**src/rtl/mem_port_arbiter_pkg.sv**
```systemverilog
// Shared types and defaults for the fetch / load-store memory port arbiter.
package mem_port_arbiter_pkg;
  localparam int ADDR_W_DEF = 10;
  localparam int DATA_W_DEF = 32;

  typedef enum logic [1:0] {IDLE = 2'd0, GRANT = 2'd1, RESP = 2'd2} state_e;
  typedef enum logic {OWN_IF = 1'b0, OWN_LS = 1'b1} owner_e;
endpackage

```
**src/rtl/mem_port_arbiter_if.sv**
```systemverilog
// Requester and memory-port signals of the arbiter; slave = arbiter side.
interface mem_port_arbiter_if
  import mem_port_arbiter_pkg::*;
#(
  parameter int ADDR_W = ADDR_W_DEF,
  parameter int DATA_W = DATA_W_DEF
) ();
  logic              if_req;
  logic [ADDR_W-1:0] if_addr;
  logic [DATA_W-1:0] if_rdata;
  logic              if_valid;
  logic              ls_req;
  logic              ls_we;
  logic [ADDR_W-1:0] ls_addr;
  logic [DATA_W-1:0] ls_wdata;
  logic [DATA_W-1:0] ls_rdata;
  logic              ls_valid;
  logic [ADDR_W-1:0] mem_sel;
  logic              mem_re;
  logic              mem_we;
  logic [DATA_W-1:0] mem_wdata;
  logic [DATA_W-1:0] mem_rdata;

  modport slave (
    input  if_req, if_addr, ls_req, ls_we, ls_addr, ls_wdata, mem_rdata,
    output if_rdata, if_valid, ls_rdata, ls_valid, mem_sel, mem_re, mem_we, mem_wdata
  );
  modport master (
    output if_req, if_addr, ls_req, ls_we, ls_addr, ls_wdata, mem_rdata,
    input  if_rdata, if_valid, ls_rdata, ls_valid, mem_sel, mem_re, mem_we, mem_wdata
  );
endinterface

```
**src/rtl/mem_port_arbiter_rr_pick2.sv**
```systemverilog
// Two-way round-robin pick; last=1 means side b won the previous grant.
module rr_pick2 (
  input  logic req_a,
  input  logic req_b,
  input  logic last,
  output logic gnt_a,
  output logic gnt_b
);
  assign gnt_a = req_a & (~req_b | last);
  assign gnt_b = req_b & (~req_a | ~last);
endmodule

```
**src/rtl/mem_port_arbiter.sv**
```systemverilog
// Shares one single-port, 1-cycle-latency memory between fetch and load/store.
// Each transaction is IDLE -> GRANT -> RESP, one cycle each.
module mem_port_arbiter
  import mem_port_arbiter_pkg::*;
#(
  parameter int ADDR_W = ADDR_W_DEF,
  parameter int DATA_W = DATA_W_DEF
) (
  input logic              clock,
  input logic              reset,
  mem_port_arbiter_if.slave bus
);
  state_e            state_q, state_d;
  owner_e            owner_q, owner_d;
  owner_e            last_q, last_d;
  logic [ADDR_W-1:0] mem_sel_q, mem_sel_d;
  logic              mem_re_q, mem_re_d;
  logic              mem_we_q, mem_we_d;
  logic [DATA_W-1:0] mem_wdata_q, mem_wdata_d;
  logic              st_q, st_d;
  logic              if_valid_q, if_valid_d;
  logic              ls_valid_q, ls_valid_d;
  logic [DATA_W-1:0] if_rdata_q, if_rdata_d;
  logic [DATA_W-1:0] ls_rdata_q, ls_rdata_d;
  logic              gnt_if, gnt_ls;
  logic              if_load, ls_load;

  rr_pick2 u_rr (
    .req_a (bus.if_req),
    .req_b (bus.ls_req),
    .last  (last_q == OWN_LS),
    .gnt_a (gnt_if),
    .gnt_b (gnt_ls)
  );

  always_ff @(posedge clock) begin
    if (reset) state_q <= IDLE;
    else       state_q <= state_d;
  end

  always_comb begin
    state_d = state_q;
    case (state_q)
      IDLE:    if (gnt_if || gnt_ls) state_d = GRANT;
      GRANT:   state_d = RESP;
      RESP:    state_d = IDLE;
      default: state_d = IDLE;
    endcase
  end

  // Memory read data lands in RESP; it is forwarded straight to the owner and
  // captured so the owner's rdata holds until its next response.
  assign if_load = if_valid_q;
  assign ls_load = ls_valid_q & ~st_q;

  always_comb begin
    owner_d     = owner_q;
    last_d      = last_q;
    mem_sel_d   = mem_sel_q;
    mem_wdata_d = mem_wdata_q;
    st_d        = st_q;
    mem_re_d    = 1'b0;
    mem_we_d    = 1'b0;
    if_valid_d  = 1'b0;
    ls_valid_d  = 1'b0;
    if_rdata_d  = if_rdata_q;
    ls_rdata_d  = ls_rdata_q;
    case (state_q)
      IDLE: begin
        if (gnt_ls) begin
          owner_d     = OWN_LS;
          last_d      = OWN_LS;
          mem_sel_d   = bus.ls_addr;
          mem_wdata_d = bus.ls_wdata;
          mem_we_d    = bus.ls_we;
          mem_re_d    = ~bus.ls_we;
          st_d        = bus.ls_we;
        end else if (gnt_if) begin
          owner_d   = OWN_IF;
          last_d    = OWN_IF;
          mem_sel_d = bus.if_addr;
          mem_re_d  = 1'b1;
          st_d      = 1'b0;
        end
      end
      GRANT: begin
        if_valid_d = (owner_q == OWN_IF);
        ls_valid_d = (owner_q == OWN_LS);
      end
      RESP: begin
        if (if_load) if_rdata_d = bus.mem_rdata;
        if (ls_load) ls_rdata_d = bus.mem_rdata;
      end
      default: ;
    endcase
  end

  always_ff @(posedge clock) begin
    if (reset) begin
      owner_q     <= OWN_IF;
      last_q      <= OWN_LS;
      mem_sel_q   <= '0;
      mem_re_q    <= 1'b0;
      mem_we_q    <= 1'b0;
      mem_wdata_q <= '0;
      st_q        <= 1'b0;
      if_valid_q  <= 1'b0;
      ls_valid_q  <= 1'b0;
      if_rdata_q  <= '0;
      ls_rdata_q  <= '0;
    end else begin
      owner_q     <= owner_d;
      last_q      <= last_d;
      mem_sel_q   <= mem_sel_d;
      mem_re_q    <= mem_re_d;
      mem_we_q    <= mem_we_d;
      mem_wdata_q <= mem_wdata_d;
      st_q        <= st_d;
      if_valid_q  <= if_valid_d;
      ls_valid_q  <= ls_valid_d;
      if_rdata_q  <= if_rdata_d;
      ls_rdata_q  <= ls_rdata_d;
    end
  end

  assign bus.mem_sel   = mem_sel_q;
  assign bus.mem_re    = mem_re_q;
  assign bus.mem_we    = mem_we_q;
  assign bus.mem_wdata = mem_wdata_q;
  assign bus.if_valid  = if_valid_q;
  assign bus.ls_valid  = ls_valid_q;
  assign bus.if_rdata  = if_load ? bus.mem_rdata : if_rdata_q;
  assign bus.ls_rdata  = ls_load ? bus.mem_rdata : ls_rdata_q;
endmodule
```
**src/flat_wrapper.sv**
```systemverilog
// flat-port wrapper written by rule: the top's interface ports become plain ports
module mem_port_arbiter_flat import mem_port_arbiter_pkg::*;
#(
  parameter int ADDR_W = ADDR_W_DEF,
  parameter int DATA_W = DATA_W_DEF
)
  (clock, reset, bus_if_req, bus_if_addr, bus_ls_req, bus_ls_we, bus_ls_addr, bus_ls_wdata, bus_mem_rdata, bus_if_rdata, bus_if_valid, bus_ls_rdata, bus_ls_valid, bus_mem_sel, bus_mem_re, bus_mem_we, bus_mem_wdata);
  mem_port_arbiter_if #(.ADDR_W(ADDR_W), .DATA_W(DATA_W)) bus_i ();
  input logic clock;
  input logic reset;
  input wire logic [$bits(bus_i.if_req)-1:0] bus_if_req;
  input wire logic [$bits(bus_i.if_addr)-1:0] bus_if_addr;
  input wire logic [$bits(bus_i.ls_req)-1:0] bus_ls_req;
  input wire logic [$bits(bus_i.ls_we)-1:0] bus_ls_we;
  input wire logic [$bits(bus_i.ls_addr)-1:0] bus_ls_addr;
  input wire logic [$bits(bus_i.ls_wdata)-1:0] bus_ls_wdata;
  input wire logic [$bits(bus_i.mem_rdata)-1:0] bus_mem_rdata;
  output wire logic [$bits(bus_i.if_rdata)-1:0] bus_if_rdata;
  output wire logic [$bits(bus_i.if_valid)-1:0] bus_if_valid;
  output wire logic [$bits(bus_i.ls_rdata)-1:0] bus_ls_rdata;
  output wire logic [$bits(bus_i.ls_valid)-1:0] bus_ls_valid;
  output wire logic [$bits(bus_i.mem_sel)-1:0] bus_mem_sel;
  output wire logic [$bits(bus_i.mem_re)-1:0] bus_mem_re;
  output wire logic [$bits(bus_i.mem_we)-1:0] bus_mem_we;
  output wire logic [$bits(bus_i.mem_wdata)-1:0] bus_mem_wdata;
  assign bus_i.if_req = bus_if_req;
  assign bus_i.if_addr = bus_if_addr;
  assign bus_i.ls_req = bus_ls_req;
  assign bus_i.ls_we = bus_ls_we;
  assign bus_i.ls_addr = bus_ls_addr;
  assign bus_i.ls_wdata = bus_ls_wdata;
  assign bus_i.mem_rdata = bus_mem_rdata;
  assign bus_if_rdata = bus_i.if_rdata;
  assign bus_if_valid = bus_i.if_valid;
  assign bus_ls_rdata = bus_i.ls_rdata;
  assign bus_ls_valid = bus_i.ls_valid;
  assign bus_mem_sel = bus_i.mem_sel;
  assign bus_mem_re = bus_i.mem_re;
  assign bus_mem_we = bus_i.mem_we;
  assign bus_mem_wdata = bus_i.mem_wdata;
  mem_port_arbiter #(.ADDR_W(ADDR_W), .DATA_W(DATA_W)) u_core (.clock(clock), .reset(reset), .bus(bus_i));
endmodule
```
**config.mk**
```make
export PLATFORM = sky130hd
export DESIGN_NAME = mem_port_arbiter_flat
export DESIGN_NICKNAME = d
export VERILOG_FILES = /design/src/rtl/mem_port_arbiter_pkg.sv /design/src/rtl/mem_port_arbiter_if.sv /design/src/rtl/mem_port_arbiter_rr_pick2.sv /design/src/rtl/mem_port_arbiter.sv /design/src/flat_wrapper.sv
export SDC_FILE = /design/constraint.sdc
export NUM_CORES = 1
export LEC_CHECK = 0
export BUFFER_PORTS_ARGS = -buffer_cell sky130_fd_sc_hd__buf_2
export CAP_MARGIN = 5
export CORE_ASPECT_RATIO = 0.5
export CORE_UTILIZATION = 50
export CTS_CLUSTER_SIZE = 24
export DETAILED_ROUTE_END_ITERATION = 12
export PLACE_DENSITY = 0.82
export REMOVE_ABC_BUFFERS = 1
export SYNTH_ARGS = -nofsm -noshare
export SYNTH_HDL_FRONTEND = slang
export SYNTH_SLANG_ARGS = --single-unit
```
**constraint.sdc**
```tcl
create_clock -name clock -period 2.9 [get_ports clock]
set_input_delay 0.29 -clock clock [delete_from_list [all_inputs] [get_ports clock]]
set_output_delay 0.29 -clock clock [all_outputs]
set_load 0.05 [all_outputs]
```
==> results_dict.tcl, run 1 <==
set metrics [dict create \
    cp.required_ps 2610 \
    async_reset_ff_share_pct 0 \
    finalSetupViolations 0 \
    arrival_ps 1910 \
    grt_max_degree 79 \
    synth_xor_xnor_area_share_pct 0 \
    critPathMaxFanout 32 \
    ys_seq_area_share_pct 45.9 \
    layout-drive-gt1-share_pct 40.2 \
    slew_headroom_pct 45.6 \
    gp_congestion 0.766 \
    boundaryPins 199 \
    crit_start "u_core.bus.ls_valid$_SDFF_PP0_" \
    routed-via-count 4630 \
    rrSetupSlack_ps 1110 \
    numCtsBuffers 17 \
    whs_ps 140 \
    switchingPower_mw 1.20 \
    power.density_nw_per_um2 655 \
    timing.fmax_mhz 455 \
    start_util_pct 52.2 \
    cts_setup_buffers 0 \
    setup_ws_ps 702 \
    endpoint "bus_ls_rdata[20]" \
    synth-seq-cells 115 \
    r2r-start "u_core.state_q[0]$_SDFFE_PP0P_" \
    r2r_end "u_core.bus.mem_wdata[27]$_SDFFE_PP0P_" \
    die-area_um2 10500 \
    clock_skew_ps 5.60 \
    routed_wl_um 12300 \
    irDropWorstVdd_v 0.000446 \
    synth_edf_count 0 \
    postSynthAreaPerCell_um2 9.06 \
    grt_setup_unrepaired "false" \
    cts.path.max_buffers 2 \
    die_y_um 72.8 \
    cts_resized 0 \
    power_frac_comb_pct 15.2 \
    clkLatencyLatePin_ps 400 \
    worstSetupPathType "flip-flop to primary output" \
    path_clk_slew_ps 50 \
    synthSimpleGateAreaFrac_pct 14.3 \
    antenna_found_initial 0 \
    clockPowerShare_pct 46.2 \
    grt_pass1_vias 4161 \
    clock-sinks 115 \
    synth_top_family_by_area "multiplexers" \
    grt_first_pass_wirelength_um 19300 \
    synthAdderAreaFrac_pct 0 \
    synth.distinct_cells 30 \
    post-dp-hpwl_um 7910 \
    min_path_type "primary input to flip-flop" \
    end_kind "primary output" \
    p_leak_nw 2.97 \
    power.share.switching_pct 27.8 \
    via_per_inst 5.27 \
    internal_power_mw 3.12 \
    synth_flop_cell "dfxtp_1" \
    grt_use_total_pct 23.4 \
    areaGrowthSynthToFinish_pct 31.5 \
    outcome "completed" \
    cts_root_buf "clkbuf_16" \
    synth_area_um2 5020 \
    h-tree-depth 4 \
    first_pass_iters 5 \
    finalCriticalPeriod_ps 2200 \
    wl_per_cell_um 14.0 \
    die_x_um 144 \
    tritoncts "yes" \
    synthCells 554 \
    hold_buffers 0 \
    rows 25 \
    synth_compound_area_share_pct 13.6 \
    final_nets 820 \
    post-route-drc-count 0 \
    cap_violations 0 \
    tightest_slew_ps 817 \
    r2r_cells 4 \
    pwr-share-seq_pct 38.6 \
    insertedDiodeCount 0 \
    yosysWarnings 0 \
    core_um2 9600 \
    period_share_pct 75.8 \
    dp_slack_ps 1110 \
    final_hold_viol_count 0 \
    port-buffer-count 198 \
    gr-total-overflow 0 \
    muxShareOfSynthArea_pct 20.7 \
    finalMaxSlewViolations 0 \
    final.setup.tns_ps 0 \
    antenna_left 0 \
    first_iter_violations 212 \
    startpoint_type "flip-flop" \
]
==> registers in the layout, summed over array words and instances (netlist names) <==
name / flops
u_core.bus.if_valid: 1
u_core.bus.ls_valid: 1
u_core.bus.mem_re: 1
u_core.bus.mem_sel: 10
u_core.bus.mem_wdata: 32
u_core.bus.mem_we: 1
u_core.if_rdata_q: 32
u_core.last_q: 1
u_core.ls_rdata_q: 32
u_core.owner_q: 1
u_core.st_q: 1
u_core.state_q: 2
==> cell families (layout without fill, tap and decap cells) <==
logic type,Yosys count,count (layout)
simple gates,168,168
compound gates,125,125
flops,115,115
mux,96,96
buf+inv,50,240
==> synthesized netlist by cell type, drive strengths merged (2+ instances only) <==
cell type,count,share of area [%]
a21oi,77,7.7
a311oi,10,1.7
buf,25,3.5
clkbuf,24,1.9
dfxtp,115,46
mux2,64,14
mux2i,32,6.4
nand2,86,6.4
nand3,32,3.2
nor2,37,2.9
nor2b,3,0.37
o21ai,36,3.6
or2,2,0.25
==> worst max-delay path: stages (launching register included) <==
cell and delay [ps]:
dfxtp_1 360, nor2b_4 150, buf_4 370, mux2_2 390, buf_2 210
==> layer usage <==
layer | up-vias | wire, µm | GRT usage (%)
met5 | - | 0 | 0
met4 | 0 | 179 | 9.57
met3 | 21 | 660 | 5.58
met2 | 153 | 6100 | 40.7
met1 | 2178 | 5380 | 28.3
li1 | 2278 | - | -
==> placed cells by master (no fill, tap or decap) <==
master      instances
nor4bb_4            1
nor3b_1             1
a21oi_1            77
nor2b_4             2
bufinv_16           2
clkinv_2            7
clkinvlp_4          2
buf_2             197
nand4_1             1
buf_4               9
dfxtp_1           115
mux2_2             54
clkbuf_1            2
a311oi_1           10
clkbuf_8            2
or3_1               1
nor2_4              1
mux2_1             10
clkbuf_16          17
or2_2               1
nand2b_1            1
nor2b_1             1
or2_1               1
nand3_1            32
a21boi_4            1
nand4bb_1           1
mux2i_1            32
inv_1               1
nand3b_1            1
a21bo_2             1
nand2_1            86
nor2_1             35
o21ai_0            36
buf_12              1
nor2_2              1
and2_1              1
==> area by class of cell <==
class	instances	area, µm²
clock buffer	21	460
fill	781	3010
multi-input combinational	389	2480
timing repair buffer	207	1070
inverter	1	3.75
tap	135	169
sequential	115	2300
clock inverter	11	110
==> how the worst min path moves through the flow <==
stage / start / endpoint / slack [ps] / depth (start not counted)
after floorplan: reset / u_core.bus.mem_wdata[0]$_SDFFE_PP0P_ / 360 / 1
after global placement: u_core.owner_q$_SDFFE_PP0P_ / u_core.bus.if_valid$_SDFF_PP0_ / 420 / 1
after detailed placement: u_core.owner_q$_SDFFE_PP0P_ / u_core.bus.if_valid$_SDFF_PP0_ / 430 / 1
after CTS: bus_ls_we / u_core.bus.mem_we$_SDFF_PP0_ / 120 / 3
after global routing: bus_ls_wdata[14] / u_core.bus.mem_wdata[14]$_SDFFE_PP0P_ / 130 / 3
final: bus_ls_wdata[20] / u_core.bus.mem_wdata[20]$_SDFFE_PP0P_ / 140 / 3
==> metrics by stage <==
stage                     utilization, %  total power [mW]  std cells  area [µm²]
final                               68.7              4.32        879        6600
after global routing                68.7              4.48        879        6600
after CTS                           68.7              4.36        879        6600
after detailed placement            62.7              2.36        847        6030
after global placement              62.7              2.35        847        6030
after floorplan                        -              2.13        505        4750
==> power groups by stage <==
stage | sequential, mW | combinational [mW] | clock (mW)
after floorplan | 1.86 | 0.268 | 0
after global placement | 1.70 | 0.649 | 0
after detailed placement | 1.70 | 0.656 | 0
after CTS | 1.67 | 0.657 | 2.03
after global routing | 1.67 | 0.699 | 2.11
final | 1.67 | 0.656 | 2.00
(Power assumes the default switching activity.)
==> run 2, diff against run 1 <==
--- a/config.mk
+++ b/config.mk
@@ -8,10 +8,10 @@
 export BUFFER_PORTS_ARGS = -buffer_cell sky130_fd_sc_hd__buf_2
 export CAP_MARGIN = 5
 export CORE_ASPECT_RATIO = 0.5
-export CORE_UTILIZATION = 50
+export CORE_UTILIZATION = 49
 export CTS_CLUSTER_SIZE = 24
 export DETAILED_ROUTE_END_ITERATION = 12
-export PLACE_DENSITY = 0.82
+export PLACE_DENSITY = 0.81
 export REMOVE_ABC_BUFFERS = 1
 export SYNTH_ARGS = -nofsm -noshare
 export SYNTH_HDL_FRONTEND = slang
==> constraint.sdc (replaced) <==
create_clock -name clock -period 2.2 [get_ports clock]
set_input_delay 0.22 -clock clock [delete_from_list [all_inputs] [get_ports clock]]
set_output_delay 0.22 -clock clock [all_outputs]
set_load 0.05 [all_outputs]
==> run 2 against run 1 <==
Against the previous run:
- sequential share of layout area down 0.39 points
- sequential power up 32%
- flip-flop and latch count is the same
- clock-buffer cell count is 4 lower
- die area up 2.0%
- non-clock buffer count up 6
- global-route usage up 0.88 points
- final area grew 1.1%
- largest power group unchanged
- first-iteration DRC count is the same
- critical path depth stayed put
- register-to-register slack lost 420 ps
==> results_dict.tcl, run 2 (synthesis results as in run 1) <==
set metrics [dict create \
    outcome "completed" \
    cp.required_ps 1980 \
    final_hold_viol_count 0 \
    antenna_found_initial 0 \
    power.density_nw_per_um2 864 \
    startpoint_type "flip-flop" \
    ff_latch_area_um2 2300 \
    fin_util_pct 68.8 \
    clkLatencyLatePin_ps 400 \
    path_cells "nor2b_4 -> buf_12 -> mux2_2 -> buf_2" \
    p_leak_nw 2.99 \
    gp_congestion 0.769 \
    setup_ws_ps 162 \
    grt_pass1_vias 4345 \
    wl_per_cell_um 14.7 \
    cts_setup_buffers 0 \
    routed_wl_um 13000 \
    worstSetupPathType "flip-flop to primary output" \
    grt_setup_unrepaired "false" \
    whs_ps 63.3 \
    mostFrequentLayoutCells "197 x buf_2, 115 x dfxtp_1, 86 x nand2_1" \
    power_mw 5.77 \
    via_per_inst 5.27 \
    timing.fmax_mhz 491 \
    grt_max_degree 54 \
    path_clk_slew_ps 60 \
    core_um2 9700 \
    antenna_left 0 \
    die_x_um 145 \
    irDropWorstVdd_v 0.000518 \
    first_iter_violations 212 \
    numCtsBuffers 17 \
    end_kind "primary output" \
    min_path_type "primary input to flip-flop" \
    multiInputGateArea_um2 2480 \
    h-tree-depth 4 \
    slew_headroom_pct 62.3 \
    finalMaxSlewViolations 0 \
    die-area_um2 10700 \
    port-buffer-count 198 \
    boundaryPins 199 \
    tightest_slew_ps 565 \
    gr-total-overflow 0 \
    critPathMaxFanout 32 \
    start_util_pct 51.7 \
    layout_commonest_cell "buf_2" \
    routed-via-count 4660 \
    post-route-drc-count 0 \
    cts_resized 0 \
    slowest_delay_ps 400 \
    cp_slowest_cell "dfxtp_1" \
    clock_skew_ps 7.86 \
    areaGrowthSynthToFinish_pct 32.9 \
    post-dp-hpwl_um 8300 \
    dp_slack_ps 647 \
    cts_root_buf "clkbuf_16" \
    period_share_pct 92.6 \
    first_pass_iters 4 \
    insertedDiodeCount 0 \
    grt_first_pass_wirelength_um 20500 \
    cts.path.max_buffers 2 \
    nFillCells 760 \
    tritoncts "yes" \
    rows 25 \
    hold_buffers 0 \
    finalCriticalPeriod_ps 2040 \
    cap_violations 0 \
    grt_use_total_pct 24.3 \
    clock-sinks 115 \
    die_y_um 73.6 \
    layout-drive-gt1-share_pct 40.9 \
    final_nets 826 \
    finalSetupViolations 0 \
    arrival_ps 1820 \
]
[run 2: cell count changes in the layout (fill, tap and decap cells not counted), moves of 2 or more]
cell and delta:
clkinvlp_4 +2, clkinv_2 -5, clkbuf_8 -2, clkinv_4 +6, clkbuf_1 -2, buf_4 +5
[run 2: final cells by class]
class / count / share of cell area [%]
timing repair buffer: 213 / 17.0
tap: 135 / 2.53
inverter: 1 / 0.0563
clock buffer: 17 / 6.38
sequential: 115 / 34.5
multi-input combinational: 389 / 37.1
clock inverter: 15 / 2.42
[run 2: critical path, delay by kind of cell (launching register included)]
kind	cells	cell delay (ps)
buf+inv	2	430
flops	1	400
mux	1	370
simple gates	1	210
[run 2: stage by stage]
step | cells | TNS (ps) | instance area (µm²)
3_5_place_dp | 853 | 0 | 6080
5_1_grt | 885 | 0 | 6670
6_report | 885 | 0 | 6670
4_1_cts | 885 | 0 | 6670
2_1_floorplan | 505 | -86140 | 4750
3_3_place_gp | 853 | 0 | 6080
[run 2: power breakdown]
group / switching (mW) / internal [mW]
combinational: 0.625 / 0.259
sequential: 0.0428 / 2.16
clock: 1.01 / 1.67
[run 2: path summary, 6_finish.rpt]
path                                           endpoint  cells after the start                          startpoint  slack (ps)
hold / removal    u_core.bus.mem_wdata[10]$_SDFFE_PP0P_                      3                    bus_ls_wdata[10]          60
setup reg to reg     u_core.ls_rdata_q[17]$_SDFFE_PP0N_                      4      u_core.state_q[1]$_SDFFE_PP0P_         690
hold reg to reg      u_core.ls_rdata_q[28]$_SDFFE_PP0N_                      2  u_core.ls_rdata_q[28]$_SDFFE_PP0N_         450
setup / recovery                       bus_ls_rdata[16]                      4      u_core.bus.ls_valid$_SDFF_PP0_         160
[run 2: routing by layer]
metal | vias to the layer above | global-route usage (%) | wire length (µm)
li1 | 2300 | - | -
met1 | 2202 | 27.9 | 5670
met2 | 140 | 43.2 | 6450
met3 | 18 | 7.20 | 707
met4 | 0 | 10.8 | 180
met5 | - | 0 | 0
